File: src/rtl/spiral_gen_multi.sv
// spiral_gen_multi: two-stage rotating multi-arm spiral pattern generator with frame-driven rotation and palette cycling
module spiral_gen_multi #(
  parameter int H_CENTER      = 320,
  parameter int V_CENTER      = 240,
  parameter int NUM_ARMS      = 6,
  parameter int ARM_SHIFT     = 4,
  parameter int HOLE_RADIUS   = 20,
  parameter int FRAC_BITS     = 2,
  parameter int BOUNCE_FRAMES = 120,
  parameter int PAL_PERIOD    = 60
) (
  input  logic       clk,
  input  logic       rst,
  input  logic       pattern_enable,
  input  logic [9:0] x,
  input  logic [9:0] y,
  input  logic       de_in,
  input  logic       next_frame,
  input  logic [2:0] step_size,
  input  logic [1:0] dir_mode,
  output logic [5:0] rgb,
  output logic       de_out
);
  localparam int AW = 6 + FRAC_BITS;
  localparam int BW = BOUNCE_FRAMES > 1 ? $clog2(BOUNCE_FRAMES) : 1;
  localparam int PW = PAL_PERIOD > 1 ? $clog2(PAL_PERIOD) : 1;
  localparam logic [9:0] HC = 10'(H_CENTER);
  localparam logic [9:0] VC = 10'(V_CENTER);
  localparam logic [3:0] NA = 4'(NUM_ARMS);
  localparam logic [10:0] HOLE = 11'(HOLE_RADIUS);
  localparam logic [5:0] PALETTE [8] = '{6'b010001, 6'b100011, 6'b111010, 6'b001110,
                                         6'b011101, 6'b101111, 6'b110000, 6'b000111};
  typedef enum logic {FWD, REV} dir_t;
  dir_t dir_state, dir_next;
  logic [AW-1:0] acc, acc_next, step;
  logic [BW-1:0] bounce_cnt, bounce_next;
  logic [PW-1:0] pal_cnt, pal_cnt_next;
  logic [2:0] pal_off, pal_off_next;
  logic upd, ping, fwd, rev, bounce_end, pal_end;
  logic [9:0] dx, dy;
  logic [10:0] s1_radius;
  logic [2:0] s1_sector;
  logic s1_de;
  logic [5:0] angle, rgb_next;
  logic [6:0] phase;
  logic [2:0] arm, cidx;
  logic [3:0] sum;
  logic in_arm;
  always_ff @(posedge clk or posedge rst)
    if (rst) begin
      dir_state  <= FWD;
      acc        <= '0;
      bounce_cnt <= '0;
      pal_cnt    <= '0;
      pal_off    <= '0;
    end else begin
      dir_state  <= dir_next;
      acc        <= acc_next;
      bounce_cnt <= bounce_next;
      pal_cnt    <= pal_cnt_next;
      pal_off    <= pal_off_next;
    end
  always_comb begin
    upd          = pattern_enable && next_frame;
    ping         = dir_mode == 2'b10;
    step         = AW'(step_size);
    fwd          = dir_mode == 2'b00 || (ping && dir_state == FWD);
    rev          = dir_mode == 2'b01 || (ping && dir_state == REV);
    bounce_end   = bounce_cnt == BW'(BOUNCE_FRAMES - 1);
    pal_end      = pal_cnt == PW'(PAL_PERIOD - 1);
    acc_next     = !upd ? acc : fwd ? acc + step : rev ? acc - step : acc;
    dir_next     = !upd ? dir_state : !ping ? FWD : !bounce_end ? dir_state : dir_state == FWD ? REV : FWD;
    bounce_next  = !upd ? bounce_cnt : (!ping || bounce_end) ? '0 : bounce_cnt + BW'(1);
    pal_cnt_next = (!upd || PAL_PERIOD == 0) ? pal_cnt : pal_end ? '0 : pal_cnt + PW'(1);
    pal_off_next = (!upd || PAL_PERIOD == 0 || !pal_end) ? pal_off :
                   pal_off == 3'(NUM_ARMS - 1) ? '0 : pal_off + 3'd1;
  end
  always_comb begin
    dx = x >= HC ? x - HC : HC - x;
    dy = y >= VC ? y - VC : VC - y;
  end
  // Angle is sector*8 plus the integer part of the rotation accumulator; pitch subtracts the scaled radius
  always_comb begin
    angle    = {s1_sector, 3'b000} + acc[AW-1 -: 6];
    phase    = {1'b0, angle} - 7'(s1_radius >> ARM_SHIFT);
    arm      = phase[6:4];
    in_arm   = !phase[3] && {1'b0, arm} < NA && s1_radius > HOLE;
    sum      = {1'b0, arm} + {1'b0, pal_off};
    cidx     = 3'(sum >= NA ? sum - NA : sum);
    rgb_next = (in_arm && s1_de) ? PALETTE[cidx] : 6'd0;
  end
  always_ff @(posedge clk or posedge rst)
    if (rst) begin
      s1_radius <= '0;
      s1_sector <= '0;
      s1_de     <= 1'b0;
      rgb       <= '0;
      de_out    <= 1'b0;
    end else begin
      s1_radius <= {1'b0, dx} + {1'b0, dy};
      s1_sector <= {x >= HC, y >= VC, dx > dy};
      s1_de     <= de_in;
      rgb       <= rgb_next;
      de_out    <= s1_de;
    end
endmodule

File: config.mk
export PLATFORM = sky130hd
export DESIGN_NAME = spiral_gen_multi
export DESIGN_NICKNAME = d
export VERILOG_FILES = /design/src/rtl/spiral_gen_multi.sv
export SDC_FILE = /design/constraint.sdc
export NUM_CORES = 1
export LEC_CHECK = 0
export CELL_PAD_IN_SITES_DETAIL_PLACEMENT = 0
export CELL_PAD_IN_SITES_GLOBAL_PLACEMENT = 1
export CORE_MARGIN = 5
export CORE_UTILIZATION = 48
export DETAILED_ROUTE_END_ITERATION = 16
export GPL_TIMING_DRIVEN = 0
export PLACE_DENSITY_LB_ADDON = 0.2
export SYNTH_ARGS = -nofsm -noshare
export SYNTH_HDL_FRONTEND = slang
export SYNTH_SLANG_ARGS = --single-unit
File: constraint.sdc
create_clock -name clk -period 11.7 [get_ports clk]
set_clock_uncertainty 0.1 [all_clocks]
set_input_delay 1.17 -clock clk [delete_from_list [all_inputs] [get_ports clk]]
set_output_delay 1.17 -clock clk [all_outputs]
set_load 0.02 [all_outputs]
==> results of run 1 <==
## power by group through the flow
stage                     clock [W]  sequential (W)  combinational [W]
after floorplan                   0        0.000240           0.000463
after global placement            0        0.000242           0.000566
after detailed placement          0        0.000243           0.000582
after CTS                  0.000124        0.000241           0.000587
after global routing       0.000131        0.000247           0.000676
final                      0.000120        0.000240           0.000583
## Yosys cell counts, types with 2 or more instances
master	number
nand2_1	33
nand2b_1	4
o21a_1	2
xor2_1	17
nor3_1	12
o21ai_0	21
a21o_1	9
mux2_2	8
a31oi_1	4
mux2i_1	4
ha_1	46
a21oi_1	32
nor2_1	35
o21ai_1	5
a211oi_1	10
xnor2_1	23
clkbuf_1	4
a31o_2	2
fa_1	4
nand3_1	11
inv_1	38
o31ai_1	2
or2_1	2
o221ai_1	2
nor3b_1	4
nand4_1	5
nor4_1	3
dfrtp_1	47
nor2b_1	7
o21bai_1	4
## final cells by class
type	count	area share
sequential	47	0.2679
clock inverter	2	0.007979
timing repair buffer	36	0.08435
tap	102	0.02907
multi-input combinational	330	0.5523
buffer	6	0.006270
inverter	39	0.03334
clock buffer	6	0.01881
## routing by layer
metal / track usage / wire length [um] / up-vias
li1: - / - / 1564
met1: 0.1891 / 3136 / 1382
met2: 0.2813 / 3621 / 47
met3: 0.02972 / 224 / 9
met4: 0.04097 / 93 / 0
met5: 0 / 0 / -
## logic make-up after synthesis
| logic type | count (synthesis) | synth area share |
|---|---|---|
| AOI/OAI and AO/OA | 102 | 0.1757 |
| xor gates and xnor gates | 41 | 0.09712 |
| buffers and inverters | 45 | 0.04607 |
| adders and majority gates | 50 | 0.1737 |
| muxes | 12 | 0.03447 |
| and+or+nand+nor | 125 | 0.1614 |
| DFF | 47 | 0.3116 |
## sequential cells by signal (all words and copies together), names as in the netlist
| register | cells |
|---|---|
| acc | 8 |
| s1_radius | 11 |
| pal_cnt | 6 |
| s1_sector | 3 |
| rgb | 6 |
| de_out | 1 |
| pal_off | 3 |
| s1_de | 1 |
| bounce_cnt | 7 |
| dir_state | 1 |
## stage by stage
step	util	hold WS [ns]	total power (W)	std cells
6_report	0.5711	0.3166	0.0009428	568
5_1_grt	0.5711	0.3251	0.001054	568
4_1_cts	0.5711	0.3147	0.0009516	568
3_5_place_dp	0.5558	0.2901	0.0008252	560
3_3_place_gp	0.5532	0.3001	0.0008083	559
2_1_floorplan	-	0.2533	0.0007033	422
## worst min-delay path by stage
stage / end / cells past startpoint
floorplan: de_out / 0
global placement: de_out / 0
detailed placement: de_out / 0
CTS: de_out / 0
global route: de_out / 0
finish: de_out / 0
## layout by cell type, fill, tap and decap left out, types with 2 or more instances in the layout
| master | Yosys | final |
|---|---|---|
| o21a_1 | 2 | 2 |
| o21bai_1 | 4 | 4 |
| nor3b_1 | 4 | 4 |
| a21oi_1 | 32 | 32 |
| nand3_1 | 11 | 11 |
| clkdlybuf4s50_1 | 0 | 35 |
| or2_1 | 2 | 2 |
| nand4_1 | 5 | 5 |
| nor2_1 | 35 | 35 |
| nor4_1 | 3 | 3 |
| clkbuf_1 | 4 | 4 |
| o21ai_1 | 5 | 5 |
| mux2i_1 | 4 | 4 |
| nand2b_1 | 4 | 4 |
| a31oi_1 | 4 | 4 |
| dfrtp_1 | 47 | 47 |
| inv_2 | 1 | 2 |
| o31ai_1 | 2 | 2 |
| a31o_2 | 2 | 2 |
| mux2_2 | 8 | 8 |
| ha_1 | 46 | 46 |
| xor2_1 | 17 | 17 |
| nor2b_1 | 7 | 7 |
| nand2_1 | 33 | 33 |
| inv_1 | 38 | 37 |
| a21o_1 | 9 | 9 |
| o21ai_0 | 21 | 21 |
| clkbuf_8 | 0 | 6 |
| o221ai_1 | 2 | 2 |
| fa_1 | 4 | 4 |
| nor3_1 | 12 | 12 |
| a211oi_1 | 10 | 10 |
| xnor2_1 | 23 | 23 |
==> results.cfg, run 1 <==
[floorplan]
coreArea_um2 = 7687
die_x_um = 98.68
start_util = 0.4910
num_rows = 32
num_io_pins = 37
dieArea_um2 = 9738
die-height_um = 98.68

[critical_path]
crit_path_top_delay_cell = clkdlybuf4s50_1
critPathBufInv = 3
r2r_slack_ns = 7.74
worstPathCellList = clkdlybuf4s50_1 > inv_1 > ha_1 > nand2b_4 > o41ai_4 > a21oi_4 > inv_2 > nor2_1 > xor2_1 > ha_1 > a21o_1 > a21oi_1 > nor4b_1 > or2_1 > o311ai_1
crit_cells = 15
startpoint_type = input pin
cp.arrival_ns = 4.40
cpMostUsedCell = ha_1
required_ns = 11.76
r2r-start = acc[5]
worstPathMaxFanout = 6
reg2reg_to = rgb[0]
endpoint_kind = register
path_delay_family = compound AO/OA/AOI/OAI gates
max_stage_delay_ns = 0.45
crit_end = s1_radius[9]
crit_type = in -> reg
cp-startpoint = x[7]
ff2ff_path_depth = 17

[hold_path]
min_from = s1_de
hold_class = reg -> reg

[routing]
drcViolationCount = 0
wire_per_inst_um = 12.46
drt_pass1_iterations = 4
drt-total-wl_mm = 7.075
ant_nets = 0
vias = 3002
vias_per_cell = 5.285
drt_iter0_markers = 82

[cts]
numCtsBuffers = 5
cts.repair.resized = 0
cts_buffer_depth = 2
clk_pin_slew_ns = 0.08
ctsHoldBuffers = 0
cts_htree_levels = 2
root_buffer = clkbuf_8
post_cts_buffers = 0
cts_tree = yes
cts_sinks = 47
worstSkewPairLatency_ns = 0.30

[timing]
fin_tns_setup_ns = 0
setup_viol = 0
rsz0062_at_grt = no
fmax_mhz = 230.5
setup_ws_ns = 7.362
min_period_over_period = 0.3708
slew_headroom = 0.6664
worstMarginPinSlew_ns = 0.4968
slew_violations = 0
finalHoldViolCount = 0
period_minus_slack_ns = 4.338

[global_route]
antenna_found_initial = 0
grt_pass1_wl_mm = 12.85
grt_pass1_vias = 3024
grt.overflow.total = 0
grt_usage = 0.1555
grt_max_degree = 32

[yosys]
synth.distinct_cells = 52
synthTopCellsByArea = dfrtp_1 (31%), ha_1 (15%), xnor2_1 (5.3%)
ys_warn_count = 0
ys.flop_type = dfrtp_1
yosysSeqAreaShare = 0.3116
yosys_register_bits = 47
yosys.area.top_type = dfrtp_1
synth-async-reset-ratio = 1.000
syn_nets = 502
syn_area_per_cell_um2 = 8.945
synth_edf_count = 0
yosysTopAreaCellShare = 0.3116
synthCells = 422
syn-cell-area_um2 = 3775

[final_layout]
area_growth_pct = 16.31
num-nets-final = 545
regArea_um2 = 1176
multi_input_area_um2 = 2425
fin_area_um2 = 4390
drive_above_1_share = 0.06652
n_fill_cell = 716
diodes = 0

[power_and_ir_drop]
powerDensity_nw_per_um2 = 214.7
vdd_drop_max_mv = 0.1065
net-switching-power_w = 0.0004103
swShare = 0.4352
combPwrFrac = 0.618
power_frac_seq = 0.255
intPower_w = 0.0005325
leakagePower_nw = 2.020
pwr-share-clk = 0.127

[place]
dp_hpwl_mm = 5.896
dp_slack_ns = 7.009
placed_area_um2 = 4273
io_buffers = 35
gp_congestion = 0.8292

[flow_run]
maxCapViolCount = 0

[outcome]
status = finished, final reports clean
Power figures use the tool's default switching activity.
==> run 2: changes to the inputs <==
Settings changed: CORE_UTILIZATION 48 to 40.
Clock period 11.7 ns to 3.5 ns, I/O delays scaled along.
==> results.cfg, run 2 (synthesis gave the netlist of run 1 again) <==
[final_layout]
final_cell_mix = dfrtp_1 (47), ha_1 (39), nor2_1 (34), inv_1 (34)
diodes = 0
n_fill_cell = 885
largest_register_ffs = 11
reg_top3 = s1_radius: 11 flops, acc: 8 flops, bounce_cnt: 7 flops
num-nets-final = 555
regMostFlops = s1_radius
area_growth_pct = 22.77
utilization = 0.5016
drive_above_1_share = 0.1324
mostFrequentLayoutCell = dfrtp_1

[place]
dp_hpwl_mm = 5.948
io_buffers = 35
gp_congestion = 0.7844
dp_slack_ns = -0.3483

[floorplan]
start_util = 0.4085
num_io_pins = 37
dieArea_um2 = 11480
num_rows = 35
die_x_um = 107.1
coreArea_um2 = 9240
die-height_um = 107.1

[critical_path]
startpoint_type = register
crit_path_top_delay_cell = fa_2
crit_type = reg -> reg
worstPathCellList = ha_2 > inv_2 > fa_1 > inv_2 > ha_4 > a21o_1 > a31o_4 > xor2_4 > fa_2 > clkbuf_4 > nor2_2 > a21oi_2 > ha_2 > o21ai_1 > a211oi_1 > a211oi_1
required_ns = 3.56
reg2reg_to = rgb[0]
cp.arrival_ns = 3.63
worstPathMaxFanout = 8
max_stage_delay_ns = 0.52
critPathBufInv = 3
endpoint_kind = register
r2r-start = acc[5]
ff2ff_path_depth = 16
r2r_slack_ns = -0.08
path_delay_family = adder cells

[cts]
ctsHoldBuffers = 0
root_buffer = clkbuf_8
cts_htree_levels = 2
numCtsBuffers = 5
cts_tree = yes
worstSkewPairLatency_ns = 0.29
cts_buffer_depth = 2
cts_sinks = 47
clk_pin_slew_ns = 0.08

[routing]
drt-total-wl_mm = 7.328
drt_iter0_markers = 83
ant_nets = 0
vias_per_cell = 5.033
drcViolationCount = 0
drt_pass1_iterations = 4
wire_per_inst_um = 12.11
vias = 3045

[global_route]
grt_pass1_wl_mm = 13.00
grt_usage = 0.1356
grt_max_degree = 37
antenna_found_initial = 0
grt_pass1_vias = 2960
grt.overflow.total = 0

[power_and_ir_drop]
intPower_w = 0.002049
powerDensity_nw_per_um2 = 770.7
pwr-share-clk = 0.085
net-switching-power_w = 0.001523
leakagePower_nw = 2.101
combPwrFrac = 0.691
power_frac_seq = 0.224
swShare = 0.4263
vdd_drop_max_mv = 0.4254

[hold_path]
hold_class = in -> async

[timing]
period_minus_slack_ns = 3.576
slew_headroom = 0.6626
rsz0062_at_grt = yes
slew_violations = 0
setup_ws_ns = -0.07623
fmax_mhz = 279.6
setup_viol = 1
worstMarginPinSlew_ns = 0.5025
finalHoldViolCount = 0
fin_tns_setup_ns = -0.07623
min_period_over_period = 1.022

[outcome]
failed_checks = negative setup slack
status = complete, but fails checks

[flow_run]
maxCapViolCount = 0
==> run 2: cell count changes in the layout (fill, tap and decap cells not counted), sizes merged <==
cell           previous run  this run
buf                       3        14
clkdlybuf4s50            35        33
dlymetal6s2s              0         2
bufinv                    1         0
==> run 2: cell type report <==
| type | count | area, um2 | share of cell area |
|---|---|---|---|
| clock buffers | 7 | 76.32 | 0.01647 |
| repair buffers | 47 | 470.5 | 0.1015 |
| flip-flops and latches | 47 | 1176 | 0.2538 |
| well taps | 129 | 161.4 | 0.03483 |
| inverters | 39 | 148.9 | 0.03213 |
| multi-input cells | 330 | 2569 | 0.5543 |
| plain buffers | 5 | 27.53 | 0.005940 |
| clock inverters | 1 | 5.005 | 0.001080 |
==> run 2: routing by layer <==
layer	track usage	up-vias	wire length (um)
met3	0.02589	5	222
met1	0.1635	1414	3312
li1	-	1587	-
met2	0.2493	39	3724
met4	0.02740	0	70
met5	0	-	0
==> run 2: how the worst max path moves through the flow <==
stage | from | end | slack [ns] | depth (start not counted)
floorplan | acc[5] | rgb[0] | 0.001 | 17
global placement | x[0] | s1_radius[9] | -0.37 | 15
detailed placement | x[0] | s1_radius[9] | -0.35 | 15
finish | acc[5] | rgb[0] | -0.08 | 16
global route | acc[5] | rgb[0] | -0.25 | 16
CTS | acc[5] | rgb[0] | -0.08 | 17
==> run 2: power by group through the flow <==
stage               registers [W]  clock network (W)  logic, W
finish                   0.000800           0.000303   0.00247
global route             0.000822           0.000341   0.00279
CTS                      0.000803           0.000319   0.00230
detailed placement       0.000815                  0   0.00211
global placement         0.000811                  0   0.00207
floorplan                0.000803                  0   0.00171
==> run 2: what timing repair did <==
item | CTS | global route
resized for setup | 6 | 16
setup endpoints to repair | 6 | 9
pin swaps | 5 | 21
buffers inserted | 4 | 7
endpoints found under the hold margin | 0 | 0
==> run 2: through the flow <==
step	power, W	std cells	area [um2]	hold slack [ns]
6_report	0.003572	605	4634	0.2038
5_1_grt	0.003955	605	4634	0.2135
4_1_cts	0.003422	599	4512	0.2086
3_5_place_dp	0.002923	587	4363	0.2894
3_3_place_gp	0.002885	586	4343	0.3041
2_1_floorplan	0.002515	422	3831	0.2533
==> run 2: worst reg2reg max path: stages (launching register included) <==
cell	delay, ns
dfrtp_1	0.37
ha_2	0.18
inv_2	0.03
fa_1	0.51
inv_2	0.05
ha_4	0.24
a21o_1	0.17
a31o_4	0.23
xor2_4	0.17
fa_2	0.52
clkbuf_4	0.18
nor2_2	0.06
a21oi_2	0.10
ha_2	0.18
o21ai_1	0.06
a211oi_1	0.24
a211oi_1	0.07
==> run 3: changes to the inputs <==
Settings changed: CORE_UTILIZATION 40 to 45.
Clock period 3.5 ns to 3.41 ns, I/O delays scaled along.
==> results.cfg, run 3 (synthesis gave the netlist of run 1 again) <==
[final_layout]
drive_above_1_share = 0.1479
fin_area_um2 = 4658
diodes = 0
num-nets-final = 560
largest_register_ffs = 11
utilization = 0.5698
mostFrequentLayoutCell = dfrtp_1
regMostFlops = s1_radius
area_growth_pct = 23.40
reg_top3 = s1_radius: 11 flops, acc: 8 flops, bounce_cnt: 7 flops
multi_input_area_um2 = 2581
final_cell_mix = dfrtp_1 (47), ha_1 (40), inv_1 (35), clkdlybuf4s50_1 (35)
regArea_um2 = 1176
n_fill_cell = 743

[floorplan]
start_util = 0.4617
coreArea_um2 = 8175
num_rows = 33
die_x_um = 101.6
die-height_um = 101.6
dieArea_um2 = 10320
num_io_pins = 37

[power_and_ir_drop]
vdd_drop_max_mv = 0.4359
leakagePower_nw = 2.114
powerDensity_nw_per_um2 = 836.0

[hold_path]
hold_class = in -> async

[global_route]
grt_pass1_wl_mm = 13.17
grt_usage = 0.1548
grt_pass1_vias = 3038
grt.overflow.total = 0
antenna_found_initial = 0
grt_max_degree = 42

[cts]
cts_sinks = 47
worstSkewPairLatency_ns = 0.29
cts_htree_levels = 2
clk_pin_slew_ns = 0.08
numCtsBuffers = 5
cts_buffer_depth = 2
cts_tree = yes
root_buffer = clkbuf_8

[critical_path]
startpoint_type = register
r2r_slack_ns = -0.09
crit_cells = 17
path_delay_family = adder cells
crit_type = reg -> reg
max_stage_delay_ns = 0.49
r2r-start = acc[5]
worstPathCellList = ha_2 > inv_2 > fa_1 > inv_2 > ha_4 > a21o_1 > a31o_4 > a21oi_2 > xor2_1 > ha_4 > xnor2_2 > nand2_1 > a21oi_2 > ha_4 > o21ai_2 > a211oi_2 > a211oi_2
crit_end = rgb[0]
reg2reg_to = rgb[0]
cp-startpoint = acc[5]
critPathBufInv = 2
cpMostUsedCell = ha_4
ff2ff_path_depth = 17
required_ns = 3.47
crit_path_top_delay_cell = fa_1
cp.arrival_ns = 3.56
endpoint_kind = register
worstPathMaxFanout = 5

[place]
placed_area_um2 = 4349
gp_congestion = 0.8330
dp_hpwl_mm = 6.016
io_buffers = 35

[routing]
ant_nets = 0
drt_pass1_iterations = 4
vias = 3065
vias_per_cell = 5.239
wire_per_inst_um = 12.90
drt_iter0_markers = 99
drcViolationCount = 0
drt-total-wl_mm = 7.544

[outcome]
failed_checks = negative setup slack
status = complete, but fails checks

[timing]
slew_violations = 0
rsz0062_at_grt = yes
min_period_over_period = 1.027
slew_headroom = 0.5713
finalHoldViolCount = 0
period_minus_slack_ns = 3.503
setup_viol = 1
fmax_mhz = 285.5
worstMarginPinSlew_ns = 0.6384
setup_ws_ns = -0.09311
hold_ws_ns = 0.1597

[flow_run]
maxCapViolCount = 0
-- run 3: routing by layer --
layer	track usage	routed length, um	up-vias
li1	-	-	1590
met3	0.02686	236	8
met4	0.04090	78	0
met1	0.1886	3347	1421
met5	0	0	-
met2	0.2807	3881	46
-- run 3: layout make-up --
cell class                      instances  share of cell area
Buffer                                  4            0.004298
Timing Repair Buffer                   53              0.1069
Inverter                               39             0.03196
Multi-Input combinational cell        330              0.5541
Tap cell                              105             0.02820
Clock buffer                            6             0.01558
Sequential cell                        47              0.2525
Clock inverter                          1            0.006446
-- run 3: power breakdown --
group	internal [W]	total (W)	switching, W
combinational	0.00129	0.00269	0.00139
clock	0.000215	0.000386	0.000172
sequential	0.000717	0.000821	0.000104
-- run 3: timing repair --
item                                   CTS  global route
hold buffers                             0             0
gates resized for setup                  9            11
setup endpoints to repair                7             8
buffers inserted                        10             7
pin swaps                               14             8
endpoints found under the hold margin    0             0
-- run 3: worst min-delay path by stage --
stage,end,slack [ns],cells past startpoint
after floorplan,de_out,0.25,0
after global routing,dir_state,0.19,2
after detailed placement,de_out,0.30,0
after CTS,dir_state,0.16,2
after global placement,de_out,0.30,0
final,dir_state,0.16,2
-- run 3: stage by stage --
stage	TNS [ns]	instances	total power, W	setup slack, ns
floorplan	-0.06570	422	0.002666	-0.06570
global placement	-2.189	562	0.003039	-0.4640
detailed placement	-2.543	563	0.003095	-0.4781
CTS	-0.1441	579	0.003615	-0.1289
global route	-0.5904	585	0.004243	-0.2691
finish	-0.09311	585	0.003894	-0.09311
